### src/rtl/store_narrow_pkg.sv
// store_narrow_pkg: size encodings, FSM states and the misalignment check shared by the store path.
package store_narrow_pkg;
  localparam logic [1:0] SZ_BYTE = 2'b00;
  localparam logic [1:0] SZ_HALF = 2'b01;
  localparam logic [1:0] SZ_WORD = 2'b10;
  localparam logic [1:0] SZ_RSVD = 2'b11;
  typedef enum logic [1:0] {IDLE, BEAT0, BEAT1} state_t;
  function automatic logic misaligned(input logic [31:0] addr, input logic [1:0] size);
    return (size == SZ_HALF && addr[0]) || (size == SZ_WORD && addr[1:0] != 2'b00);
  endfunction
endpackage

### src/rtl/store_narrow_if.sv
// store_narrow_if: core store request port plus halfword data-memory write port.
interface store_narrow_if;
  logic        req_valid;
  logic        req_ready;
  logic [31:0] req_addr;
  logic [31:0] req_data;
  logic [1:0]  req_size;
  logic        mem_valid;
  logic        mem_ready;
  logic [31:0] mem_addr;
  logic [15:0] mem_wdata;
  logic [1:0]  mem_be;
  logic        done;
  logic        err;
  modport master (
    output req_valid, req_addr, req_data, req_size, mem_ready,
    input  req_ready, mem_valid, mem_addr, mem_wdata, mem_be, done, err
  );
  modport slave (
    input  req_valid, req_addr, req_data, req_size, mem_ready,
    output req_ready, mem_valid, mem_addr, mem_wdata, mem_be, done, err
  );
endinterface

### src/rtl/store_lane_pack.sv
// store_lane_pack: formats one little-endian 16-bit write beat from a 32-bit store.
module store_lane_pack
  import store_narrow_pkg::*;
(
  input  logic [31:0] addr,
  input  logic [31:0] data,
  input  logic [1:0]  size,
  input  logic        beat_sel,
  output logic [31:0] mem_addr,
  output logic [15:0] mem_wdata,
  output logic [1:0]  mem_be
);
  always_comb begin
    mem_addr  = beat_sel ? {addr[31:2], 2'b10} :
                size == SZ_WORD ? {addr[31:2], 2'b00} : {addr[31:1], 1'b0};
    mem_wdata = beat_sel ? data[31:16] : size == SZ_BYTE ? {2{data[7:0]}} : data[15:0];
    mem_be    = (size == SZ_BYTE && !beat_sel) ? (addr[0] ? 2'b10 : 2'b01) : 2'b11;
  end
endmodule

### src/rtl/store_narrow.sv
// store_narrow: splits byte/half/word stores into one or two 16-bit write beats.
// STORE_MISALIGN_TRAP_EN rejects misaligned stores with err instead of aligning them down.
module store_narrow
  import store_narrow_pkg::*;
(
  input logic clk,
  input logic rst,
  store_narrow_if.slave bus
);
  state_t      state;
  logic [31:0] addr_q, data_q;
  logic [1:0]  size_q;
  logic [31:0] pk_addr;
  logic [15:0] pk_wdata;
  logic [1:0]  pk_be;
  logic        idle, hs, bad;
  assign idle = state == IDLE;
  assign hs = bus.mem_valid && bus.mem_ready;
  assign bus.req_ready = idle;
`ifdef STORE_MISALIGN_TRAP_EN
  assign bad = bus.req_size == SZ_RSVD || misaligned(bus.req_addr, bus.req_size);
`else
  assign bad = bus.req_size == SZ_RSVD;
`endif
  // In IDLE the packer formats beat0 from the live request; otherwise beat1 from the held copy.
  store_lane_pack u_pack (
    .addr(idle ? bus.req_addr : addr_q),
    .data(idle ? bus.req_data : data_q),
    .size(idle ? bus.req_size : size_q),
    .beat_sel(!idle),
    .mem_addr(pk_addr),
    .mem_wdata(pk_wdata),
    .mem_be(pk_be)
  );
  always_ff @(posedge clk or posedge rst)
    if (rst) begin
      state         <= IDLE;
      addr_q        <= '0;
      data_q        <= '0;
      size_q        <= SZ_BYTE;
      bus.mem_valid <= 1'b0;
      bus.mem_addr  <= '0;
      bus.mem_wdata <= '0;
      bus.mem_be    <= '0;
      bus.done      <= 1'b0;
      bus.err       <= 1'b0;
    end else begin
      bus.done <= 1'b0;
      bus.err  <= 1'b0;
      case (state)
        IDLE: if (bus.req_valid) begin
          addr_q <= bus.req_addr;
          data_q <= bus.req_data;
          size_q <= bus.req_size;
          if (bad) bus.err <= 1'b1;
          else begin
            state         <= BEAT0;
            bus.mem_valid <= 1'b1;
            bus.mem_addr  <= pk_addr;
            bus.mem_wdata <= pk_wdata;
            bus.mem_be    <= pk_be;
          end
        end
        BEAT0: if (hs) begin
          if (size_q == SZ_WORD) begin
            state         <= BEAT1;
            bus.mem_addr  <= pk_addr;
            bus.mem_wdata <= pk_wdata;
            bus.mem_be    <= pk_be;
          end else begin
            state         <= IDLE;
            bus.mem_valid <= 1'b0;
            bus.done      <= 1'b1;
          end
        end
        BEAT1: if (hs) begin
          state         <= IDLE;
          bus.mem_valid <= 1'b0;
          bus.done      <= 1'b1;
        end
        default: state <= IDLE;
      endcase
    end
endmodule
### src/flat_wrapper.sv
// flat-port wrapper written by rule: the top's interface ports become plain ports
module store_narrow_flat import store_narrow_pkg::*;
  (clk, rst, bus_req_valid, bus_req_addr, bus_req_data, bus_req_size, bus_mem_ready, bus_req_ready, bus_mem_valid, bus_mem_addr, bus_mem_wdata, bus_mem_be, bus_done, bus_err);
  store_narrow_if bus_i ();
  input logic clk;
  input logic rst;
  input wire logic [$bits(bus_i.req_valid)-1:0] bus_req_valid;
  input wire logic [$bits(bus_i.req_addr)-1:0] bus_req_addr;
  input wire logic [$bits(bus_i.req_data)-1:0] bus_req_data;
  input wire logic [$bits(bus_i.req_size)-1:0] bus_req_size;
  input wire logic [$bits(bus_i.mem_ready)-1:0] bus_mem_ready;
  output wire logic [$bits(bus_i.req_ready)-1:0] bus_req_ready;
  output wire logic [$bits(bus_i.mem_valid)-1:0] bus_mem_valid;
  output wire logic [$bits(bus_i.mem_addr)-1:0] bus_mem_addr;
  output wire logic [$bits(bus_i.mem_wdata)-1:0] bus_mem_wdata;
  output wire logic [$bits(bus_i.mem_be)-1:0] bus_mem_be;
  output wire logic [$bits(bus_i.done)-1:0] bus_done;
  output wire logic [$bits(bus_i.err)-1:0] bus_err;
  assign bus_i.req_valid = bus_req_valid;
  assign bus_i.req_addr = bus_req_addr;
  assign bus_i.req_data = bus_req_data;
  assign bus_i.req_size = bus_req_size;
  assign bus_i.mem_ready = bus_mem_ready;
  assign bus_req_ready = bus_i.req_ready;
  assign bus_mem_valid = bus_i.mem_valid;
  assign bus_mem_addr = bus_i.mem_addr;
  assign bus_mem_wdata = bus_i.mem_wdata;
  assign bus_mem_be = bus_i.mem_be;
  assign bus_done = bus_i.done;
  assign bus_err = bus_i.err;
  store_narrow u_core (.clk(clk), .rst(rst), .bus(bus_i));
endmodule
### config.mk
export PLATFORM = sky130hd
export DESIGN_NAME = store_narrow_flat
export DESIGN_NICKNAME = d
export VERILOG_FILES = /design/src/rtl/store_narrow_pkg.sv /design/src/rtl/store_narrow_if.sv /design/src/rtl/store_lane_pack.sv /design/src/rtl/store_narrow.sv /design/src/flat_wrapper.sv
export SDC_FILE = /design/constraint.sdc
export NUM_CORES = 1
export LEC_CHECK = 0
export CORE_UTILIZATION = 25
export CTS_CLUSTER_DIAMETER = 80
export DETAILED_ROUTE_END_ITERATION = 7
export PLACE_DENSITY = 0.48
export RECOVER_POWER = 100
export SLEW_MARGIN = 10
export SYNTH_ARGS = -nofsm -noshare
export SYNTH_HDL_FRONTEND = slang
export SYNTH_SLANG_ARGS = --single-unit
### constraint.sdc
create_clock -name clk -period 8.85 [get_ports clk]
set_input_delay 0.885 -clock clk [delete_from_list [all_inputs] [get_ports clk]]
set_output_delay 0.885 -clock clk [all_outputs]
set_load 0.01 [all_outputs]
==> results.md <==
- Core ar.: 0.01802 mm²
- Reg2reg setup slack: 3360 ps
- Power, Total: 2.194 mW
- Fin. max-slew vios: 206
- Final Critical Period: 5492 ps
- Pwr dens: 349.1 mW/mm²
- Avg Inst Size Synth: 11.68 µm²
- Peak VDD IR: 0.1848 mV
- Total die area: 0.01906 mm²
- Failing checks: max-capacitance violations, max-slew violations
- Hpwl dp: 8.249 mm
- Vias per cell: 4.695
- Crit-path cells: inv_1 > ha_1 > nand3_1 > nand2_2 > or2_4 > mux2_2
- Hold-fix buffers at CTS: 0
- Antenna Nets Post-Route: 0
- Starting Density: 25.67%
- Hold path startpoint: u_core.bus.mem_addr[5]
- Crit path required time: 9080 ps
- CP arrival: 5720 ps
- CTS Buf Count: 9
- Flops & latches, synth: 103
- Max FO, Critical Path: 62
- Initial antenna violation count: 0
- RD Place Congestion: 0.7516
- Critical Path End Type: register
- Worst Hold Class: reg -> reg
- P&R area growth vs syn: 35.80%
- Cell Rows: 49
- Critical path type: reg -> reg
- WHS Endpoint: u_core.bus.mem_addr[5]
- CTS root buf: clkbuf_16
- CP bufs+invs: 1
- Pre-antenna DRT Iters: 4
- Synth top cells by count: dfrtp_1, o21ai_0, mux2_2, mux2i_1, clkbuf_1
- Setup_tns: 0 ps
- RSZ-0062 raised after global routing: false
- TritonCTS clock tree: yes
- Clock Skews: 8.165 ps
- GRT Resource Usage Total: 13.30%
- DR WL/cell: 16.65 µm
- Slew @ Worst Pin: 3289 ps
- Cell taking the most area after synthesis: dfrtp_1
- Status: complete, but fails checks
- Worst R2R End: u_core.bus.mem_be[0]
- Leak Pwr: 2.653 nW
- Die width: 138.0 µm
- Crit path max-delay family: adder cells
- Cell Area, Synth: 0.004627 mm²
- Max clock buf depth: 2
- Final hold vios: 0
- # IOs: 124
- Largest net degree at the start of global routing: 63
- Diode count: 0
- Hold path cells: 2
- Final setup viols: 0
- Crit-path max cell delay: 2440 ps
- CP startpoint kind: register
- Worst-Skew Late Latency: 340 ps
- Resize count post-CTS: 0
- R2R cell count: 6
- Synth Warn #: 0
- Layout cells sized above 1: 14.14%
- Post-synth EDFFs: 0
- First-pass GRT wire length: 19.95 mm
- Yosys cell types: 27
- Postcts setup bufs: 0
- Global route overflow: 0
- Synth top area share: 55.71%
- Rel. slew slack: -119.3%
- H-tree Lvls: 3
- Fmax: 182.1 MHz
- Via count: 3432
- Post-synthesis sequential area ratio: 55.71%
- Die H: 138.0 µm
- Synth Flop Type: dfrtp_1
- Worst-path clk slew: 70 ps
- Residual DRC: 0
- Most frequent cell after synthesis: dfrtp_1
- Buffers on Ports: 122
- Slowest-stage cell, CP: ha_1
- Layout Nets: 574
- Iteration-0 DRC Markers: 147
- Post-synth net total: 472
- Reg2reg start: u_core.state[1]
- Final WL: 12.17 mm
- CTS Sinks: 103
- Number of global-route vias before repair: 3713
- MaxCap Viol Count: 4
- Area contributors post-synth: dfrtp_1, mux2_2, o21ai_0
- FFs w/ async S/R, synth: 100.0%
- Final Cycle Share: 62.05%
- Hold slack: 501.3 ps
- Synth Instances: 396
- Crit. Startpoint: u_core.state[1]
[worst reg2reg max path, delay by kind of cell, from the launching register on]
family	cells	cell delay, ps
buf+inv	1	150
fa+ha+maj	1	2440
simple gates	3	1970
mux	1	410
flops	1	420
[through the flow]
step	worst slack, ps	instance area [µm²]	util (%)	std cells
floorplan	5261	4627	-	396
global placement	5194	6022	33.41	716
detailed placement	5133	6022	33.41	716
CTS	5180	6307	34.99	731
global route	2899	6284	34.86	731
finish	3358	6284	34.86	731
[registers in the layout (all words and copies together), names as in the netlist]
| name | flops |
|---|---|
| u_core.addr_q | 31 |
| u_core.bus.done | 1 |
| u_core.bus.err | 1 |
| u_core.bus.mem_addr | 31 |
| u_core.bus.mem_be | 2 |
| u_core.bus.mem_valid | 1 |
| u_core.bus.mem_wdata | 16 |
| u_core.data_q | 16 |
| u_core.size_q | 2 |
| u_core.state | 2 |
[final cells by class]
type | count | area (µm²)
multi-input cells | 255 | 1886
repair buffers | 124 | 1229
fillers | 1799 | 11740
clock inverters | 2 | 15.01
flip-flops and latches | 103 | 2577
clock buffers | 13 | 270.3
well taps | 229 | 286.5
inverters | 5 | 20.02
[power by group]
group          internal, mW  switching, mW  total, mW  leakage (nW)
combinational         0.490          0.498      0.988          1.28
clock                 0.212          0.167      0.379         0.134
sequential            0.705          0.122      0.827          1.24
[cell usage in the layout, fill, tap and decap left out, types with 4 or more instances in the layout]
cell,n
dfrtp_1,103
nor2_1,11
inv_1,4
o31ai_1,10
o21ai_0,93
dlygate4sd3_1,56
nand2b_1,12
mux2i_1,38
clkdlybuf4s50_1,66
nand2_1,5
clkbuf_16,9
a21oi_1,10
mux2_2,52
ha_1,6
[cell families after synthesis]
group | after synthesis | share of synthesized area, %
AO/OA/AOI/OAI | 120 | 13.82
adder cells (fa/ha/maj) | 6 | 1.622
buffers and inverters | 38 | 3.624
flip-flops | 103 | 55.71
multiplexers | 90 | 20.88
other | 1 | 0.08105
AND/OR/NAND/NOR | 38 | 4.273
[metal layers]
metal	vias up	track usage, %	wire length [µm]
li1	1609	-	-
met1	1717	17.40	5768
met2	91	21.32	5670
met3	15	2.667	470
met4	0	5.784	261
met5	-	0	0
[worst max-delay path by stage]
stage                             endpoint  slack [ps]  cells after the start
floorplan                u_core.addr_q[10]        5260                      1
global placement      u_core.bus.mem_be[0]        5190                      5
detailed placement    u_core.bus.mem_be[0]        5130                      5
CTS                   u_core.bus.mem_be[0]        5180                      6
global route        u_core.bus.mem_addr[9]        2900                      3
finish                u_core.bus.mem_be[0]        3360                      6
Note: power is estimated with default switching activity, not from simulation.
